$ cat config.mk
export PLATFORM = sky130hd
export DESIGN_NAME = ws2812b_strip_arbiter
export DESIGN_NICKNAME = d
export VERILOG_FILES = /design/src/rtl/ws2812b_pkg.sv /design/src/rtl/ws2812b_rr_arb2.sv /design/src/rtl/ws2812b_strip_arbiter.sv
export SDC_FILE = /design/constraint.sdc
export NUM_CORES = 1
export LEC_CHECK = 0
export CORE_UTILIZATION = 45
export CTS_CLUSTER_SIZE = 24
export DETAILED_ROUTE_END_ITERATION = 10
export PLACE_DENSITY = 0.81
export SETUP_SLACK_MARGIN = 0.2
export SYNTH_ARGS = -nofsm -noshare
export SYNTH_HDL_FRONTEND = slang
export SYNTH_SLANG_ARGS = --single-unit
$ cat constraint.sdc
create_clock -name clk -period 3.35 [get_ports clk]
set_input_delay 0.67 -clock clk [delete_from_list [all_inputs] [get_ports clk]]
set_output_delay 0.67 -clock clk [all_outputs]
set_load 0.05 [all_outputs]
$ cat src/rtl/ws2812b_pkg.sv
// Shared types and constants for the WS2812B strip arbiter.
package ws2812b_pkg;

    localparam int LEN_W_DEF   = 6;
    localparam int COLOR_W_DEF = 24;

    // Colour substituted when the owner withdraws its request mid-burst.
    localparam logic [COLOR_W_DEF-1:0] WS_BLACK = 24'h0;

    typedef enum logic [2:0] {
        ST_IDLE    = 3'd0,
        ST_GRANT   = 3'd1,
        ST_FETCH   = 3'd2,
        ST_SEND    = 3'd3,
        ST_DRAIN   = 3'd4,
        ST_WAITRDY = 3'd5,
        ST_DONE    = 3'd6,
        ST_GAP     = 3'd7
    } ws_state_e;

    // Requester index to one-hot owner vector.
    function automatic logic [1:0] idx_to_onehot(input logic idx);
        return idx ? 2'b10 : 2'b01;
    endfunction

endpackage

$ cat src/rtl/ws2812b_rr_arb2.sv
// Two-way round-robin picker: remembers the last burst owner and, on
// contention, grants the requester that was not served last.
module ws2812b_rr_arb2
    import ws2812b_pkg::*;
(
    input  logic       clk,
    input  logic       rst_n,
    input  logic [1:0] req,
    input  logic       upd,
    input  logic       upd_idx,
    output logic [1:0] grant
);

    logic last_r;

    // Last-owner pointer; reset value makes requester 0 win the first tie.
    always_ff @(posedge clk or negedge rst_n) begin
        if (!rst_n) begin
            last_r <= 1'b1;
        end else if (upd) begin
            last_r <= upd_idx;
        end else begin
            last_r <= last_r;
        end
    end

    // Pick the sole requester, or the one not served last on a tie.
    always_comb begin
        grant = 2'b00;
        case (req)
            2'b01:   grant = 2'b01;
            2'b10:   grant = 2'b10;
            2'b11:   grant = last_r ? 2'b01 : 2'b10;
            default: grant = 2'b00;
        endcase
    end

endmodule

$ cat src/rtl/ws2812b_strip_arbiter.sv
// Shares one WS2812B serializer between two pixel requesters, granting
// whole bursts atomically with round-robin fairness and an idle gap.
module ws2812b_strip_arbiter
    import ws2812b_pkg::*;
#(
    parameter int LEN_W      = LEN_W_DEF,
    parameter int COLOR_W    = COLOR_W_DEF,
    parameter int GAP_CYCLES = 4
) (
    input  logic               clk,
    input  logic               rst_n,
    input  logic [1:0]         req_i,
    input  logic [LEN_W-1:0]   len0_i,
    input  logic [LEN_W-1:0]   len1_i,
    input  logic               latch0_i,
    input  logic               latch1_i,
    input  logic [COLOR_W-1:0] pix0_i,
    input  logic [COLOR_W-1:0] pix1_i,
    input  logic [1:0]         pix_valid_i,
    output logic [1:0]         pix_ready_o,
    output logic [1:0]         done_o,
    output logic [1:0]         grant_o,
    output logic               busy_o,
    output logic [COLOR_W-1:0] ws_data_o,
    output logic               ws_valid_o,
    output logic               ws_latch_o,
    input  logic               ws_ready_i
);

    localparam int GAP_W = (GAP_CYCLES > 1) ? $clog2(GAP_CYCLES) : 1;
    localparam logic [GAP_W-1:0] GAP_LAST = (GAP_CYCLES > 0) ? GAP_W'(GAP_CYCLES - 1) : '0;

    ws_state_e          state_r, state_n;
    logic               owner_r, owner_n;
    logic [LEN_W-1:0]   rem_r, rem_n;
    logic               latch_r, latch_n;
    logic [COLOR_W-1:0] data_r, data_n;
    logic               drain_r, drain_n;
    logic [GAP_W-1:0]   gap_r, gap_n;
    logic [1:0]         pick_s;
    logic [1:0]         pix_ready_s;
    logic               rr_upd_s;
    logic [LEN_W-1:0]   sel_len_s;
    logic               sel_latch_s;
    logic [COLOR_W-1:0] sel_pix_s;
    logic               in_burst_s;

    ws2812b_rr_arb2 u_rr (
        .clk     (clk),
        .rst_n   (rst_n),
        .req     (req_i),
        .upd     (rr_upd_s),
        .upd_idx (owner_r),
        .grant   (pick_s)
    );

    assign sel_len_s   = owner_r ? len1_i   : len0_i;
    assign sel_latch_s = owner_r ? latch1_i : latch0_i;
    assign sel_pix_s   = owner_r ? pix1_i   : pix0_i;

    // State and datapath registers.
    always_ff @(posedge clk or negedge rst_n) begin
        if (!rst_n) begin
            state_r <= ST_IDLE;
            owner_r <= 1'b0;
            rem_r   <= '0;
            latch_r <= 1'b0;
            data_r  <= '0;
            drain_r <= 1'b0;
            gap_r   <= '0;
        end else begin
            state_r <= state_n;
            owner_r <= owner_n;
            rem_r   <= rem_n;
            latch_r <= latch_n;
            data_r  <= data_n;
            drain_r <= drain_n;
            gap_r   <= gap_n;
        end
    end

    // Next-state logic: burst sequencing and serializer handshake.
    always_comb begin
        state_n     = state_r;
        owner_n     = owner_r;
        rem_n       = rem_r;
        latch_n     = latch_r;
        data_n      = data_r;
        drain_n     = drain_r;
        gap_n       = gap_r;
        rr_upd_s    = 1'b0;
        pix_ready_s = 2'b00;
        case (state_r)
            ST_IDLE: begin
                if (pick_s != 2'b00) begin
                    owner_n = pick_s[1];
                    state_n = ST_GRANT;
                end else begin
                    state_n = ST_IDLE;
                end
            end
            ST_GRANT: begin
                rem_n   = sel_len_s;
                latch_n = sel_latch_s;
                if (sel_len_s == '0) begin
                    state_n = ST_DONE;
                end else begin
                    state_n = ST_FETCH;
                end
            end
            ST_FETCH: begin
                // A withdrawn owner is not pulled; the rest of the burst goes out black.
                if (!req_i[owner_r]) begin
                    data_n  = COLOR_W'(WS_BLACK);
                    state_n = ST_SEND;
                end else begin
                    pix_ready_s = idx_to_onehot(owner_r);
                    if (pix_valid_i[owner_r]) begin
                        data_n  = sel_pix_s;
                        state_n = ST_SEND;
                    end else begin
                        state_n = ST_FETCH;
                    end
                end
            end
            ST_SEND: begin
                drain_n = 1'b0;
                if (ws_ready_i) begin
                    if (rem_r != '0) begin
                        rem_n = rem_r - LEN_W'(1);
                    end else begin
                        rem_n = rem_r;
                    end
                    state_n = ST_DRAIN;
                end else begin
                    state_n = ST_SEND;
                end
            end
            ST_DRAIN: begin
                // Ready staying high for two clocks means a zero-latency serializer.
                if (!ws_ready_i || drain_r) begin
                    state_n = ST_WAITRDY;
                end else begin
                    drain_n = 1'b1;
                    state_n = ST_DRAIN;
                end
            end
            ST_WAITRDY: begin
                if (!ws_ready_i) begin
                    state_n = ST_WAITRDY;
                end else if (rem_r != '0) begin
                    state_n = ST_FETCH;
                end else begin
                    state_n = ST_DONE;
                end
            end
            ST_DONE: begin
                rr_upd_s = 1'b1;
                gap_n    = '0;
                if (GAP_CYCLES == 0) begin
                    state_n = ST_IDLE;
                end else begin
                    state_n = ST_GAP;
                end
            end
            ST_GAP: begin
                if (gap_r == GAP_LAST) begin
                    state_n = ST_IDLE;
                end else begin
                    gap_n   = gap_r + GAP_W'(1);
                    state_n = ST_GAP;
                end
            end
            default: begin
                state_n = ST_IDLE;
            end
        endcase
    end

    assign in_burst_s  = (state_r != ST_IDLE) && (state_r != ST_GAP);
    assign grant_o     = in_burst_s ? idx_to_onehot(owner_r) : 2'b00;
    assign done_o      = (state_r == ST_DONE) ? idx_to_onehot(owner_r) : 2'b00;
    assign busy_o      = (state_r != ST_IDLE);
    assign pix_ready_o = pix_ready_s;
    assign ws_valid_o  = (state_r == ST_SEND);
    assign ws_latch_o  = (state_r == ST_SEND) && latch_r && (rem_r == LEN_W'(1));
    assign ws_data_o   = data_r;

endmodule
## Word level (Yosys, flattened, before mapping)

Index checks and enable logic that the tools add are counted.

| storage, ports and cells | value |
|---|---|
| register bits | 39 |
| input port bits | 69 |
| output and inout bits | 33 |
| word-level logic and storage cells | 81 |

| operators by class | value |
|---|---|
| $add $sub $neg | 2 |
| $lt $le $gt $ge | 1 |
| equality and inequality tests | 18 |
| muxes and demuxes | 34 |
| reductions and logical operators | 18 |

Operator list:

| operator | number |
|---|---|
| 24-bit 2-to-1 mux | 3 |
| 3-bit case mux with 8 select lines | 1 |
| 6-bit 2-to-1 mux | 3 |
| 3-bit 2-to-1 mux | 5 |
| 2-bit 2-to-1 mux | 7 |
| 3-bit equality test (second input constant) | 4 |
| 6-bit case mux with 2 select lines | 1 |
| 1-bit 2-to-1 mux | 11 |
| 2-bit AND reduction | 4 |
| 2-bit nonzero test | 4 |
| 2-bit equality test (second input constant) | 3 |
| 3-bit by 2-bit equality test with 1-bit output (second input constant) | 2 |
| 6-bit by 1-bit equality test with 1-bit output (second input constant) | 1 |
| 6-bit logical NOT | 1 |
| 2-bit by 1-bit != test with 1-bit output (second input constant) | 3 |
| 2-bit case mux with 3 select lines | 1 |
| 6-bit nonzero test | 1 |
| 6-bit by 1-bit subtractor with 6-bit output (second input constant) | 1 |
| 2-bit != test (second input constant) | 2 |
| 2-bit case mux with 2 select lines | 1 |
| 3-bit by 1-bit equality test with 1-bit output (second input constant) | 1 |
| 1-bit logical AND | 3 |
| 3-bit logical NOT | 1 |
| 3-bit != test (second input constant) | 1 |
| 8 further kinds | 8 |

## Longest topological paths before layout

Gate-level depths: netlist of run 1.

| logic depth | value |
|---|---|
| depth after elaboration | 5 |
| gate-level depth with buffers | 7 |
| depth with buffers taken out | 6 |

## Hierarchy

From an unflattened synthesis of run 1, not the netlist that was laid out.

| unflattened totals | value |
|---|---|
| cell total of the unflattened synthesis | 239 |
| area total of the unflattened synthesis | 2322.2 µm² |

By module, submodules not included:

| module | instances | cells each | area each (µm²) | seq. area each (µm²) |
|---|---|---|---|---|
| ws2812b_strip_arbiter | 1 | 233 | 2260.9 | 950.9 |
| ws2812b_rr_arb2 | 1 | 6 | 61.3 | 26.3 |

## Worst setup path before layout of run 1

Ideal clock, no wire load.

| timing path | value |
|---|---|
| path kind | register -> output |
| start point | register owner_r |
| end point | output port grant_o[1] |
| arrival | 2.234 ns |
| required time | 2.680 ns |
| slack | 0.446 ns |
| stages on the path, launching flop included | 5 |
| path buffers | 3 |
| cells stage by stage | dfrtp_1 buf_2 buf_2 clkbuf_1 nor3b_1 |

| between the ends | value |
|---|---|
| cells in the longest elaborated chain, start to end | 2 |

RTL lines:

| item | line | RTL |
|---|---|---|
| start: declaration | ws2812b_strip_arbiter.sv:34 | `logic owner_r, owner_n;` |
| start signal: assignment | ws2812b_strip_arbiter.sv:73 | `owner_r <= owner_n;` |
| 2-bit 2-to-1 mux | ws2812b_pkg.sv:23 | `return idx ? 2'b10 : 2'b01;` |
| 2-bit 2-to-1 mux | ws2812b_strip_arbiter.sv:181 | `assign grant_o = in_burst_s ? idx_to_onehot(owner_r) : 2'b00;` |
| end: declaration | ws2812b_strip_arbiter.sv:22 | `output logic [1:0] grant_o,` |

No other way between the ends.

## Worst setup path in the final report of run 1

| timing path | value |
|---|---|
| start point | register state_r[0] |
| end point | output port ws_latch_o |

| between the ends | value |
|---|---|
| cells in the longest elaborated chain, start to end | 3 |

RTL lines:

| item | line | RTL |
|---|---|---|
| start: declaration | ws2812b_strip_arbiter.sv:33 | `ws_state_e state_r, state_n;` |
| start signal: assignment | ws2812b_strip_arbiter.sv:72 | `state_r <= state_n;` |
| 3-bit by 2-bit equality test with 1-bit output | ws2812b_strip_arbiter.sv:186 | `assign ws_latch_o = (state_r == ST_SEND) && latch_r && (rem_r == LEN_W'(1));` |
| 1-bit logical AND (2 in series) | ws2812b_strip_arbiter.sv:186 |  |
| end: declaration | ws2812b_strip_arbiter.sv:26 | `output logic ws_latch_o,` |

No other way between the ends.

==> results of run 1 <==
-- stage by stage --
stage / worst slack [ps] / util (%) / std cells / power, W
floorplan: 445.6 / - / 240 / 0.002134
global placement: 450.5 / 69.43 / 393 / 0.002640
detailed placement: 436.0 / 69.43 / 393 / 0.002679
CTS: 346.6 / 71.09 / 401 / 0.002990
global route: 283.2 / 71.12 / 401 / 0.003174
finish: 407.5 / 71.12 / 401 / 0.002975
-- cell type report --
| cell class | count | area [um2] | share of cell area [%] |
|---|---|---|---|
| inverters | 7 | 26.28 | 0.7670 |
| flip-flops and latches | 39 | 979.7 | 28.60 |
| multi-input cells | 176 | 1227 | 35.83 |
| well taps | 67 | 83.83 | 2.447 |
| clock buffers | 8 | 80.08 | 2.337 |
| repair buffers | 104 | 1028 | 30.02 |
-- cell families (layout without fill, tap and decap cells) --
group / count (synthesis) / count (layout) / synth area share (%)
muxes: 37 / 37 / 16.31
adders and majority gates: 3 / 3 / 1.631
DFF: 39 / 39 / 42.47
buffers and inverters: 25 / 119 / 4.350
and+or+nand+nor: 78 / 78 / 16.53
AOI/OAI and AO/OA: 58 / 58 / 18.71
-- repair_timing --
item | in CTS | in global routing
setup buffers | 0 | 0
setup endpoints to repair | 0 | 1
resized for setup | 0 | 1
-- placed cells by master (no fill, tap or decap), types with 2 or more instances in the layout --
cell type / netlist / final
nor3b_1: 3 / 3
nand2_1: 40 / 40
nor3_1: 5 / 5
clkbuf_1: 13 / 3
and2_1: 3 / 3
clkdlybuf4s50_1: 0 / 100
inv_1: 7 / 7
o21ai_0: 10 / 10
ha_1: 3 / 3
nor2_1: 12 / 12
a22o_1: 3 / 3
dfrtp_2: 0 / 2
mux2i_1: 33 / 32
o31ai_1: 25 / 25
nand2b_1: 4 / 4
a221oi_1: 2 / 2
dfrtp_1: 38 / 36
nor4_1: 2 / 2
clkbuf_8: 0 / 5
buf_4: 0 / 3
mux2_2: 4 / 4
a21oi_1: 8 / 8
-- per-layer routing --
layer | track usage (%) | up-vias | wire (um)
met1 | 29.10 | 961 | 2514
met5 | 0 | - | 0
met3 | 9.602 | 10 | 530
met4 | 9.615 | 0 | 91
li1 | - | 1058 | -
met2 | 36.09 | 91 | 2712
-- power by group --
group | total, W | switching [W] | internal, W
sequential | 0.000930 | 0.000263 | 0.000667
clock | 0.000298 | 0.000151 | 0.000148
combinational | 0.00175 | 0.00106 | 0.000691
-- flip-flops by register name (all words and copies together), names as in the netlist --
signal,count
drain_r,1
gap_r,2
latch_r,1
owner_r,1
rem_r,6
state_r,3
u_rr.last_r,1
ws_data_o,24
-- worst min-delay path: stages, from the launching register on --
cell     delay (ps)
dfrtp_1         340
nand2_1          50
o31ai_1          50
-- how the worst min path moves through the flow --
stage,to,slack [ps]
floorplan,drain_r,370
global placement,ws_data_o[3],460
detailed placement,ws_data_o[16],470
CTS,ws_data_o[16],480
global route,ws_data_o[12],500
finish,ws_data_o[12],470
==> flow_summary.json, run 1 <==
{
  "grt_pass1_vias": 2088,
  "cp_slowest_cell": "clkdlybuf4s50_1",
  "fmax_mhz": 339.8,
  "synth-seq-cells": 39,
  "grt_pass1_wl_um": 9439,
  "ys.flop_type": "dfrtp_1",
  "drt_iter0_markers": 137,
  "antenna_found_initial": 0,
  "syn_nets": 312,
  "clk_path_buf_depth": 2,
  "via_count": 2120,
  "fin_skew_ps": 4.626,
  "fin_crit_ps": 2943,
  "die_area_mm2": 0.005403,
  "yosysWarnings": 0,
  "timing.rr.start": "state_r[0]",
  "synth_cell_types": 39,
  "yosysMostFrequentCell": "nand2_1",
  "hp-class": "flip-flop to flip-flop",
  "rows": 25,
  "yosys.area.top_type_share_pct": 41.33,
  "grt_usage_pct": 23.42,
  "cts_tree": "done",
  "cpPeakStageDelay_ps": 790,
  "clk_latency_ps": 280,
  "drc": 0,
  "finalCritPeriodShare_pct": 87.84,
  "worst_setup_path_end_kind": "output port",
  "grt_setup_unrepaired": "no",
  "hp-start": "ws_data_o[12]",
  "path_class": "flip-flop to output port",
  "drv_cap": 0,
  "avgViaCountPerCell": 5.287,
  "avgSynthCellArea_um2": 9.587,
  "grt-ovfl-total": 0,
  "whs_path_depth": 2,
  "hold_viol_final": 0,
  "worstSetupPathDepth": 3,
  "io_buffers": 101,
  "postCtsHoldBufs": 0,
  "clk_transition_reported_paths_ps": 70,
  "syn2layout_area_growth_pct": 48.89,
  "path_cells": "and3b_1, and4_1, clkdlybuf4s50_1",
  "wl_per_cell_um": 14.59,
  "coreArea_mm2": 0.004817,
  "die_h_um": 73.51,
  "place_hpwl_um": 4382,
  "place_congestion": 0.8425,
  "ctsHtreeMaxLevel": 2,
  "synth_edf_count": 0,
  "fin_setup_tns_ps": 0,
  "start_util_pct": 47.77,
  "drv_slew": 0,
  "cts_made_buffers": 5,
  "layout-drive-gt1-share_pct": 6.287,
  "die_w_um": 73.51,
  "fin_area_mm2": 0.003426,
  "cp_max_fo": 17,
  "yosys-top-cells-area": "dfrtp_1, mux2i_1, o31ai_1, nand2_1, o21ai_0",
  "hold_ws_ps": 474.8,
  "p_per_area_mw_per_mm2": 868.4,
  "antenna_left": 0,
  "r2r_setup_slack_ps": 1210,
  "synthTopCellsByCount": "nand2_1, dfrtp_1, mux2i_1",
  "boundaryPins": 102,
  "ys_seq_area_share_pct": 42.47,
  "async_flop_share_pct": 100.0,
  "yosys.area.top_type": "dfrtp_1",
  "crit_arrival_ps": 2270,
  "required_ps": 2680,
  "leakagePower_nw": 1.448,
  "syn_inst": 240,
  "dpl-instance-area_mm2": 0.003344,
  "root_buffer": "clkbuf_8",
  "crit_family": "buffers and inverters",
  "cp-start-kind": "flip-flop",
  "path_buf_inv": 1,
  "startpoint": "state_r[0]",
  "tightest_slew_ps": 848.0,
  "status": "completed",
  "relSlewSlack_pct": 43.47,
  "first_pass_iters": 4,
  "reg2reg_to": "state_r[2]",
  "grt_max_degree": 50,
  "layout.nets": 405,
  "clock_sinks": 39,
  "peakVddDrop_mv": 0.3866,
  "crit_path_end": "ws_latch_o",
  "rr_worst_depth": 4,
  "syn_area_mm2": 0.002301,
  "setup_viol": 0,
  "num_antenna_cells": 0,
  "fill_cells": 388,
  "routed_wl_um": 5849
}
No activity file was read; power rests on OpenSTA's default activity.
==> inputs of run 2 (changes only) <==
--- a/config.mk
+++ b/config.mk
@@ -8,8 +8,10 @@
 export CORE_UTILIZATION = 45
 export CTS_CLUSTER_SIZE = 24
 export DETAILED_ROUTE_END_ITERATION = 10
+export MAX_ROUTING_LAYER = met4
 export PLACE_DENSITY = 0.81
 export SETUP_SLACK_MARGIN = 0.2
 export SYNTH_ARGS = -nofsm -noshare
 export SYNTH_HDL_FRONTEND = slang
 export SYNTH_SLANG_ARGS = --single-unit
+export TNS_END_PERCENT = 10
==> run 2 against run 1 <==
  * Global-route usage grew 0.61 points
  * Total power decreased by 0.15%
  * Clock power barely moved
  * Final area stayed put
  * Largest power group unchanged
  * Largest cell class unchanged
  * Combinational power is essentially flat
==> flow_summary.json, run 2 (synthesized netlist as in run 1, its figures left out) <==
{
  "final_common_cell": "clkdlybuf4s50_1",
  "clock_sinks": 39,
  "antenna_left": 0,
  "leakagePower_nw": 1.448,
  "wl_per_cell_um": 14.53,
  "antenna_found_initial": 0,
  "tightest_slew_ps": 849.9,
  "drt_iter0_markers": 138,
  "regArea_um2": 979.7,
  "cp-start-kind": "flip-flop",
  "syn2layout_area_growth_pct": 48.89,
  "cts_tree": "done",
  "post_cts.repair.setup_buffers": 0,
  "status": "completed",
  "grt_pass1_wl_um": 9411,
  "hold_ws_ps": 475.4,
  "clk_transition_reported_paths_ps": 70,
  "boundaryPins": 102,
  "grt_setup_unrepaired": "no",
  "crit_arrival_ps": 2270,
  "die_h_um": 73.51,
  "via_count": 2112,
  "routed_wl_um": 5826,
  "clk_latency_ps": 290,
  "layout-drive-gt1-share_pct": 6.287,
  "largest_register_ff_count": 24,
  "io_buffers": 101,
  "setup_viol": 0,
  "clk_path_buf_depth": 2,
  "fin_setup_tns_ps": 0,
  "cts_made_buffers": 5,
  "fin_crit_ps": 2938,
  "path_class": "flip-flop to output port",
  "place_hpwl_um": 4382,
  "required_ps": 2680,
  "die_area_mm2": 0.005403,
  "grt_pass1_vias": 2089,
  "layout.nets": 405,
  "start_util_pct": 47.77,
  "grt_max_degree": 50,
  "postCtsHoldBufs": 0,
  "coreArea_mm2": 0.004817,
  "rows": 25,
  "hp-class": "flip-flop to flip-flop",
  "relSlewSlack_pct": 43.34,
  "total_power_w": 0.002971,
  "avgViaCountPerCell": 5.267,
  "fmax_mhz": 340.3,
  "ctsHtreeMaxLevel": 2,
  "num_antenna_cells": 0,
  "fill_cells": 388,
  "grt_usage_pct": 24.03,
  "p_per_area_mw_per_mm2": 867.1,
  "root_buffer": "clkbuf_8",
  "layout_common_cells": "clkdlybuf4s50_1, nand2_1, dfrtp_1",
  "finalCritPeriodShare_pct": 87.71,
  "place_congestion": 0.8556,
  "cp_max_fo": 17,
  "drc": 0,
  "grt-ovfl-total": 0,
  "drv_slew": 0,
  "first_pass_iters": 4,
  "r2r_setup_slack_ps": 1200,
  "fin_skew_ps": 4.396,
  "worst_setup_path_end_kind": "output port",
  "peakVddDrop_mv": 0.3861,
  "die_w_um": 73.51,
  "hold_viol_final": 0,
  "drv_cap": 0,
  "multi_input_area_mm2": 0.001227
}
-- run 2: worst max-delay path: stages (launching register included) --
cell	delay (ps)
dfrtp_1	630
and3b_1	350
and4_1	210
clkdlybuf4s50_1	790
-- run 2: stage by stage --
| step | setup WS [ps] | instance area (um2) | cells | util, % |
|---|---|---|---|---|
| detailed placement | 436.0 | 3344 | 393 | 69.43 |
| finish | 411.7 | 3426 | 401 | 71.12 |
| global route | 283.2 | 3426 | 401 | 71.12 |
| global placement | 450.5 | 3344 | 393 | 69.43 |
| floorplan | 445.6 | 2301 | 240 | - |
| CTS | 346.6 | 3425 | 401 | 71.09 |
-- run 2: worst paths after layout --
kind / start / to / cells past startpoint
setup reg to reg: state_r[0] / state_r[2] / 4
hold reg to reg: ws_data_o[12] / ws_data_o[12] / 2
min in group asynchronous: rst_n / gap_r[1] / 1
max in group asynchronous: rst_n / state_r[1] / 1
setup / recovery: state_r[0] / ws_latch_o / 3
hold / removal: ws_data_o[12] / ws_data_o[12] / 2
-- run 2: timing repair --
| action | 4_1_cts | 5_1_grt |
|---|---|---|
| endpoints found under the hold margin | 0 | 0 |
| resized for setup | 0 | 1 |
| setup endpoints to repair | 0 | 1 |
-- run 2: final cells by class --
| class | count | share of cell area (%) |
|---|---|---|
| Tap cell | 67 | 2.447 |
| Clock buffer | 8 | 2.337 |
| Timing Repair Buffer | 104 | 30.02 |
| Sequential cell | 39 | 28.60 |
| Inverter | 7 | 0.7670 |
| Multi-Input combinational cell | 176 | 35.83 |
-- run 2: where the power goes --
group | switching, W | total, W | internal (W)
clock network | 0.000151 | 0.000299 | 0.000148
logic | 0.00105 | 0.00174 | 0.000691
registers | 0.000260 | 0.000928 | 0.000667
-- run 2: routing by layer --
metal	part of all wire, %	track usage (%)
met1	43	29.72
met2	47	35.68
met3	7.9	8.779
met4	1.7	9.615
met5	0	-
==> inputs of run 3 (changes only) <==
--- a/config.mk
+++ b/config.mk
@@ -5,13 +5,14 @@
 export SDC_FILE = /design/constraint.sdc
 export NUM_CORES = 1
 export LEC_CHECK = 0
-export CORE_UTILIZATION = 45
+export CORE_UTILIZATION = 46
 export CTS_CLUSTER_SIZE = 24
 export DETAILED_ROUTE_END_ITERATION = 10
 export MAX_ROUTING_LAYER = met4
-export PLACE_DENSITY = 0.81
+export PLACE_DENSITY = 0.83
 export SETUP_SLACK_MARGIN = 0.2
 export SYNTH_ARGS = -nofsm -noshare
 export SYNTH_HDL_FRONTEND = slang
+export SYNTH_HIERARCHICAL = 1
 export SYNTH_SLANG_ARGS = --single-unit
 export TNS_END_PERCENT = 10
==> constraint.sdc (replaced) <==
create_clock -name clk -period 3.35 [get_ports clk]
set_input_delay 0.67 -clock clk [delete_from_list [all_inputs] [get_ports clk]]
set_output_delay 0.67 -clock clk [all_outputs]
set_load 0.1 [all_outputs]
==> run 3 against run 2 <==
  * Synthesized cell count fell by 0.42%
  * Critical endpoint unchanged
  * Global-route usage fell by 1.0 points
  * Die area fell by 1.2%
==> flow_summary.json, run 3 <==
{
  "status": "completed",
  "worst_setup_path_end_kind": "output port",
  "grt_setup_unrepaired": "no",
  "syn_area_mm2": 0.002322,
  "cts_tree": "done",
  "ctsHtreeMaxLevel": 2,
  "clk_transition_reported_paths_ps": 70,
  "drt_iter0_markers": 200,
  "coreArea_mm2": 0.004786,
  "clk_path_buf_depth": 2,
  "avgViaCountPerCell": 5.439,
  "path_buf_inv": 2,
  "layout_common_cells": "clkdlybuf4s50_1, nand2_1, buf_4",
  "regArea_um2": 978.4,
  "antenna_left": 0,
  "required_ps": 2680,
  "synth_edf_count": 0,
  "place_hpwl_um": 4369,
  "tightest_slew_ps": 843.9,
  "grt_max_degree": 40,
  "io_buffers": 101,
  "cp-start-kind": "flip-flop",
  "syn_nets": 311,
  "path_cells": "nor2b_1, buf_4, nand2_1, nor2_1, buf_4",
  "yosys.area.top_type": "dfrtp_1",
  "crit_arrival_ps": 1810,
  "cts-resized-gates": 0,
  "async_flop_share_pct": 100.0,
  "routed_wl_um": 5959,
  "clk_latency_ps": 290,
  "cts_made_buffers": 5,
  "grt_pass1_wl_um": 9170,
  "path_class": "flip-flop to output port",
  "start_util_pct": 48.52,
  "postCtsHoldBufs": 0,
  "cp_max_fo": 15,
  "grt_pass1_vias": 1961,
  "hold_viol_final": 0,
  "cpPeakStageDelay_ps": 600,
  "rows": 25,
  "largest_register_ff_count": 24,
  "synthTopCellsByCount": "nand2_1, dfrtp_1, mux2i_1",
  "wl_per_cell_um": 14.79,
  "crit_family": "flip-flops",
  "synth-seq-cells": 39,
  "yosysWarnings": 6,
  "die_w_um": 73.05,
  "die_area_mm2": 0.005336,
  "hp-class": "input pin to async pin",
  "clock_sinks": 39,
  "drv_cap": 0,
  "post_cts.repair.setup_buffers": 0,
  "multi_input_area_mm2": 0.001222,
  "avgSynthCellArea_um2": 9.716,
  "fill_cells": 366,
  "yosys.area.top_type_share_pct": 40.95,
  "fin_setup_tns_ps": 0,
  "grt-ovfl-total": 0,
  "fin_skew_ps": 4.235,
  "synth_cell_types": 45,
  "die_h_um": 73.05,
  "setup_viol": 0,
  "layout-drive-gt1-share_pct": 18.75,
  "final_common_cell": "clkdlybuf4s50_1",
  "grt_usage_pct": 23.03,
  "ys.flop_type": "dfrtp_1",
  "antenna_found_initial": 0,
  "cp_slowest_cell": "dfrtp_1",
  "finalCritPeriodShare_pct": 73.97,
  "boundaryPins": 102,
  "syn_inst": 239,
  "relSlewSlack_pct": 43.74,
  "place_congestion": 0.8591,
  "drv_slew": 0,
  "fin_crit_ps": 2478,
  "via_count": 2192,
  "num_antenna_cells": 0,
  "drc": 0,
  "syn2layout_area_growth_pct": 47.41,
  "ys_seq_area_share_pct": 42.08,
  "root_buffer": "clkbuf_8",
  "first_pass_iters": 4,
  "cpMostUsedCell": "buf_4",
  "yosys-top-cells-area": "dfrtp_1, mux2i_1, o31ai_1, nand2_1, mux2_2",
  "hold_ws_ps": 477.5,
  "layout.nets": 407,
  "fmax_mhz": 403.6,
  "yosysMostFrequentCell": "nand2_1"
}
run 3: cell types whose count changed after synthesis, moves of 4 or more:
cell and change:
o21ai_0 -4, nor2_1 -5, mux2i_1 -4, clkbuf_1 -7, nand2b_1 -4
run 3: final timing paths:
kind	from	slack, ps	to	cells after the start
setup reg to reg	owner_r	1420	rem_r[0]	4
max in group asynchronous	rst_n	2280	owner_r	1
hold / removal	rst_n	480	ws_data_o[4]	1
setup / recovery	state_r[0]	870	ws_latch_o	5
hold reg to reg	ws_data_o[14]	480	ws_data_o[14]	2
min in group clk	ws_data_o[14]	480	ws_data_o[14]	2
run 3: cell families (layout without fill, tap and decap cells):
| group | count (synthesis) | after routing | synth area share (%) |
|---|---|---|---|
| adders and majority gates | 3 | 3 | 1.617 |
| and+or+nand+nor | 72 | 72 | 14.87 |
| AOI/OAI and AO/OA | 61 | 61 | 19.02 |
| DFF | 39 | 39 | 42.08 |
| buffers and inverters | 28 | 125 | 5.872 |
| muxes | 36 | 36 | 16.54 |
run 3: layout make-up:
class,instances,area share (%)
Multi-Input combinational cell,172,35.71
Clock buffer,6,2.120
Clock inverter,2,1.754
Sequential cell,39,28.58
Timing Repair Buffer,107,28.29
Inverter,10,1.096
Tap cell,67,2.449
run 3: metal layers:
metal | track usage [%] | share of wire [%]
met1 | 30.54 | 45
met2 | 36.93 | 47
met3 | 3.867 | 7.6
met4 | 5.447 | 0.49
met5 | - | 0
run 3: stage by stage:
stage          utilization [%]  std cells  area [um2]  worst slack, ps
2_1_floorplan                -        239        2327           -399.9
3_3_place_gp             68.76        395        3291            960.0
3_5_place_dp             68.76        395        3291            930.2
4_1_cts                  71.53        403        3423            870.7
5_1_grt                  71.53        403        3423            730.8
6_report                 71.53        403        3423            872.2
Power of run 3 is left out: the tool's default activity adds up to more than one toggle a clock period on the data nets, which glitch-free logic cannot reach.
==> variant 1, RTL diff (settings of run 2) <==
Encoding of `ws_state_e`: now one-hot (8 bits for 8 states).
--- a/src/rtl/ws2812b_pkg.sv
+++ b/src/rtl/ws2812b_pkg.sv
@@ -9,11 +9,11 @@
 
-    typedef enum logic [2:0] {
-        ST_IDLE    = 3'd0,
-        ST_GRANT   = 3'd1,
-        ST_FETCH   = 3'd2,
-        ST_SEND    = 3'd3,
-        ST_DRAIN   = 3'd4,
-        ST_WAITRDY = 3'd5,
-        ST_DONE    = 3'd6,
-        ST_GAP     = 3'd7
+    typedef enum logic [7:0] {
+        ST_IDLE    = 8'b00000001,
+        ST_GRANT   = 8'b00000010,
+        ST_FETCH   = 8'b00000100,
+        ST_SEND    = 8'b00001000,
+        ST_DRAIN   = 8'b00010000,
+        ST_WAITRDY = 8'b00100000,
+        ST_DONE    = 8'b01000000,
+        ST_GAP     = 8'b10000000
     } ws_state_e;
Formal check against the unedited RTL: no difference found for any inputs over 10 cycles, from zero or initial values and one cycle with rst_n low; not proved beyond that.
==> variant 1 against run 2 <==
Count of clock-buffer cells in the layout decreased by 3. Power increased by 5.8%. Clock power increased by 35%. Largest power group unchanged. Setup slack got worse by 0.27 ns. Hold slack improved by 0.035 ns. Combinational power increased by 4%. Critical path type unchanged. Critical endpoint is now ws_valid_o. Non-clock buffer count increased by 2. Sequential power about the same. Synthesized area increased by 11%. Routed wire length increased by 15%. Cell area increased by 9.4%. Sequential cell count increased by 5. Global-route usage decreased by 0.44 points.
==> variant 1: results (changes against run 2) <==
[critical_path]
timing.rr.start=owner_r$_DFFE_PN0P_
rrSetupSlack_ns=0.97  ; -0.23 ns
worstPathMaxFanout=9  ; -8
slowest_delay_ns=0.81  ; +0.02 ns
arrival_ns=2.53  ; +0.26 ns
endpoint=ws_valid_o
startpoint=state_r[6]$_DFF_PN0_

[cells_and_area]
seq_area_sq_mm=0.00110  ; +13%
clkCellAreaFrac_pct=2.97  ; +0.63 points
multi_input_area_share_pct=36.0  ; +0.16 points
drive_above_1_share_pct=6.78  ; +0.49 points
fillers=460  ; +19%
multi_input_gates=189  ; +7.4%
finish.utilization_pct=68.5  ; -2.6 points
n_sequential_cell=44  ; +13%
buffer_area_share_pct=28.4  ; -1.6 points

[timing]
skew_ns=0.00493  ; +0.000529 ns
worst_hold_slack_ns=0.510  ; +0.0345 ns
tightest_slew_ns=0.991  ; +0.141 ns

[place]
dp_cells=418  ; +6.4%
placed_cell_area_sq_mm=0.00362  ; +8.4%
dp_worst_setup_slack_ns=0.453  ; +0.0174 ns
hpwl_um=4990  ; +14%
gp_congestion=0.909  ; +6.3%

[drt]
routed_via_density=5.75  ; +9.2%
drtIter0Drc=77  ; -44%

[synth]
synth.yosys.seq_area_share_pct=43.2  ; +0.75 points
yosys-top-cells-count=dfrtp_1 (42), mux2i_1 (31), o21ai_0 (31)
syn-cell-area_sq_mm=0.00255  ; +11%
synthesis.nets=333  ; +6.7%

[power_and_ir_drop]
pg_seq_w=0.000926  ; about the same
leakage_nw=1.61  ; +11%
ir_worst_vdd_v=0.000445  ; +15%
p_comb_w=0.00181  ; +4%

[global_route]
grt_pass1_wl_um=10700  ; +14%
track_usage_pct=23.6  ; -0.44 points

[outcome]
status=completed

[hold_path]
hold_class=primary input to asynchronous set/reset pin

## variant 1: cell families (layout without fill, tap and decap cells)
kind of cell | after synthesis | count (layout) | synth area share (%)
buffers and inverters | 28 | 121 | 4.85
AND/OR/NAND/NOR | 74 | 74 | 16.0
multiplexers | 31 | 31 | 12.2
AO/OA/AOI/OAI | 81 | 81 | 22.3
adder cells (fa/ha/maj) | 3 | 3 | 1.47
flip-flops | 44 | 44 | 43.2
## variant 1: what timing repair did
item,CTS,global route
setup endpoints to repair,4,4
hold buffers,0,0
resized for setup,1,1
endpoints found under the hold margin,0,0
## variant 1: routing by layer
layer  wire [um]  share of wire, %  track usage, %  up-vias
met4         130               1.9            6.79        0
met3         488               7.3            6.59        9
li1            -                 -               -     1185
met1        2720                40            27.6     1157
met5           0                 0               -        -
met2        3380                50            39.6       98
## variant 1: worst register-to-register path: cells and delay by family, from the launching register on
family	cells	cell delay, ns
buffers and inverters	1	0.43
and+or+nand+nor	2	1.00
DFF	1	0.62
AOI/OAI and AO/OA	1	0.18
==> variant 2, RTL diff (config.mk and constraints of run 2) <==
Made on the original files. Change the parameter `GAP_CYCLES` from 4 to 8.
--- a/src/rtl/ws2812b_strip_arbiter.sv
+++ b/src/rtl/ws2812b_strip_arbiter.sv
@@ -7,3 +7,3 @@
     parameter int COLOR_W    = COLOR_W_DEF,
-    parameter int GAP_CYCLES = 4
+    parameter int GAP_CYCLES = 8
 ) (
Function: changed (Yosys sat finds a counterexample within 10 cycles, from zero or initial values and one cycle with rst_n low).
==> variant 2 against run 2 <==
Critical path depth is 1 higher. Non-clock buffer count increased by 1. Clock skew rose by 0.00053 ns. Sequential power fell by 4.0%. Routed wire length rose by 5.6%. Maximum frequency is 1.6% higher. Power grew 7.6%. Setup slack improved by 0.045 ns. Sequential cell count up 1. Cell area is 2.4% higher. Synthesized area grew 1.8%. Critical path type unchanged.
==> variant 2: results (changes against run 2) <==
[timing]
slew_headroom_pct=39.1  ; -4.2 points
worst_hold_slack_ns=0.478  ; +0.00287 ns
skew_ns=0.00493  ; +0.000531 ns

[drt]
wl_per_cell_um=15.5  ; +6.7%
vias=2141  ; +1.4%
firstDrtPassIters=5  ; +1
drtIter0Drc=122  ; -12%

[cts]
path_clk_slew_ns=0.08
htree_levels=2  ; unchanged
cts_buffers=5  ; unchanged
clock_path_buffers=2  ; unchanged
clk_latency_ns=0.29  ; about the same
cts_setup_buffers=0  ; unchanged
root_buffer=clkbuf_8

[cells_and_area]
fillers=380  ; -2.1%
largest_register_ffs=24  ; unchanged
drive_above_1_share_pct=8.48  ; +2.2 points
diodes=0  ; unchanged
finalNetCount=403  ; -0.49%

[global_route]
track_usage_pct=23.2  ; -0.85 points
grt_pass1_wl_um=9290  ; -1.3%
grt_start_max_net_pins=49  ; -2.0%
grt_pass1_vias=1985  ; -5.0%
grt_antenna_before_repair=0  ; unchanged
grt.overflow.total=0  ; unchanged

[critical_path]
worstPathMaxFanout=13  ; -4
reg2regPathDepth=6  ; +2
timing.rr.start=owner_r$_DFFE_PN0P_
cp_top_family=buffers and inverters
rrSetupSlack_ns=0.99  ; -0.21 ns
r2r-end=ws_data_o[1]$_DFFE_PN0P_
slowest_stage=clkdlybuf4s50_1
slowest_delay_ns=0.83  ; +0.04 ns
arrival_ns=2.22  ; -0.05 ns

[hold_path]
hold_class=flop to flop
whs_path_depth=2  ; unchanged
min_to=ws_data_o[15]$_DFFE_PN0P_
min-delay-start=ws_data_o[15]$_DFFE_PN0P_

[synth]
ys.flop_type=dfrtp_1
yosysWarnings=0  ; unchanged
synth_cell_types=47  ; +21%
synth_adder_area_share_pct=2.14  ; +0.50 points
muxShareOfSynthArea_pct=15.7  ; -0.62 points
synthArstFlopShare_pct=100  ; unchanged
synth.yosys.seq_area_share_pct=42.8  ; +0.30 points
yosys-top-cells-count=dfrtp_1 (39), nand2_1 (38), mux2i_1 (32)
synth_xor_area_share_pct=0  ; unchanged
synth_compound_area_share_pct=21.4  ; +2.7 points
synth_area_leaders=dfrtp_1 (42%), mux2i_1 (14%), o31ai_1 (7.7%)
synthesis.nets=308  ; -1.3%

[outcome]
status=completed

[place]
hpwl_um=4510  ; +2.8%
io_buffer_count=101  ; unchanged
gp_congestion=0.856  ; about the same

[power_and_ir_drop]
leakage_nw=1.47  ; +1.6%
ir_worst_vdd_v=0.000527  ; +36%

[variant 2: metal layers]
metal  part of all wire (%)  global-route usage (%)  up-vias
li1                       -                       -     1053
met1                     42                    27.7     1000
met2                     49                    38.3       84
met3                    8.4                    5.96        4
met4                   0.50                    7.26        0
met5                      0                       -        -
[variant 2: worst max-delay path by stage]
stage	startpoint	slack, ns	to
detailed placement	req_i[1]	0.50	pix_ready_o[1]
floorplan	state_r[0]$_DFF_PN0_	0.63	pix_ready_o[0]
global route	state_r[2]$_DFF_PN0_	0.32	ws_latch_o
global placement	req_i[1]	0.52	pix_ready_o[1]
CTS	state_r[0]$_DFF_PN0_	0.34	ws_latch_o
finish	state_r[2]$_DFF_PN0_	0.46	ws_latch_o
[variant 2: cell type report]
| class | count | area share [%] |
|---|---|---|
| clock buffers | 5 | 1.96 |
| clock inverters | 2 | 1.71 |
| inverters | 7 | 0.749 |
| multi-input cells | 171 | 35.1 |
| flip-flops and latches | 40 | 28.6 |
| well taps | 67 | 2.39 |
| repair buffers | 105 | 29.4 |
[variant 2: repair_timing]
action / in CTS / in global routing
setup endpoints to repair: 0 / 1
endpoints found under the hold margin: 0 / 0
gates resized for setup: 0 / 1
[variant 2: cells by family after synthesis]
kind of cell,Yosys count
compound gates,64
fa+ha+maj,4
buf+inv,24
flops,40
mux,36
simple gates,67
[variant 2: power by group]
| group | switching, W | internal [W] | leakage [nW] |
|---|---|---|---|
| logic | 0.00112 | 0.000725 | 0.903 |
| registers | 0.000205 | 0.000686 | 0.503 |
| clock network | 0.000165 | 0.000293 | 0.0642 |
[variant 2: through the flow]
step	instance area [sq um]	instances	power (W)	util [%]	setup slack [ns]
global route	3510	397	0.00340	71.9	0.324
CTS	3510	397	0.00322	71.9	0.339
detailed placement	3380	390	0.00274	69.3	0.504
floorplan	2340	235	0.00220	-	0.633
global placement	3380	390	0.00270	69.3	0.523
finish	3510	397	0.00320	71.9	0.457
[variant 2: worst reg2reg max path: stages (launching register included)]
cell and delay, ns:
dfrtp_2 0.49, buf_4 0.48, mux2_2 0.47, o21bai_4 0.14
buf_4 0.42, nand2_1 0.15, o31ai_1 0.11
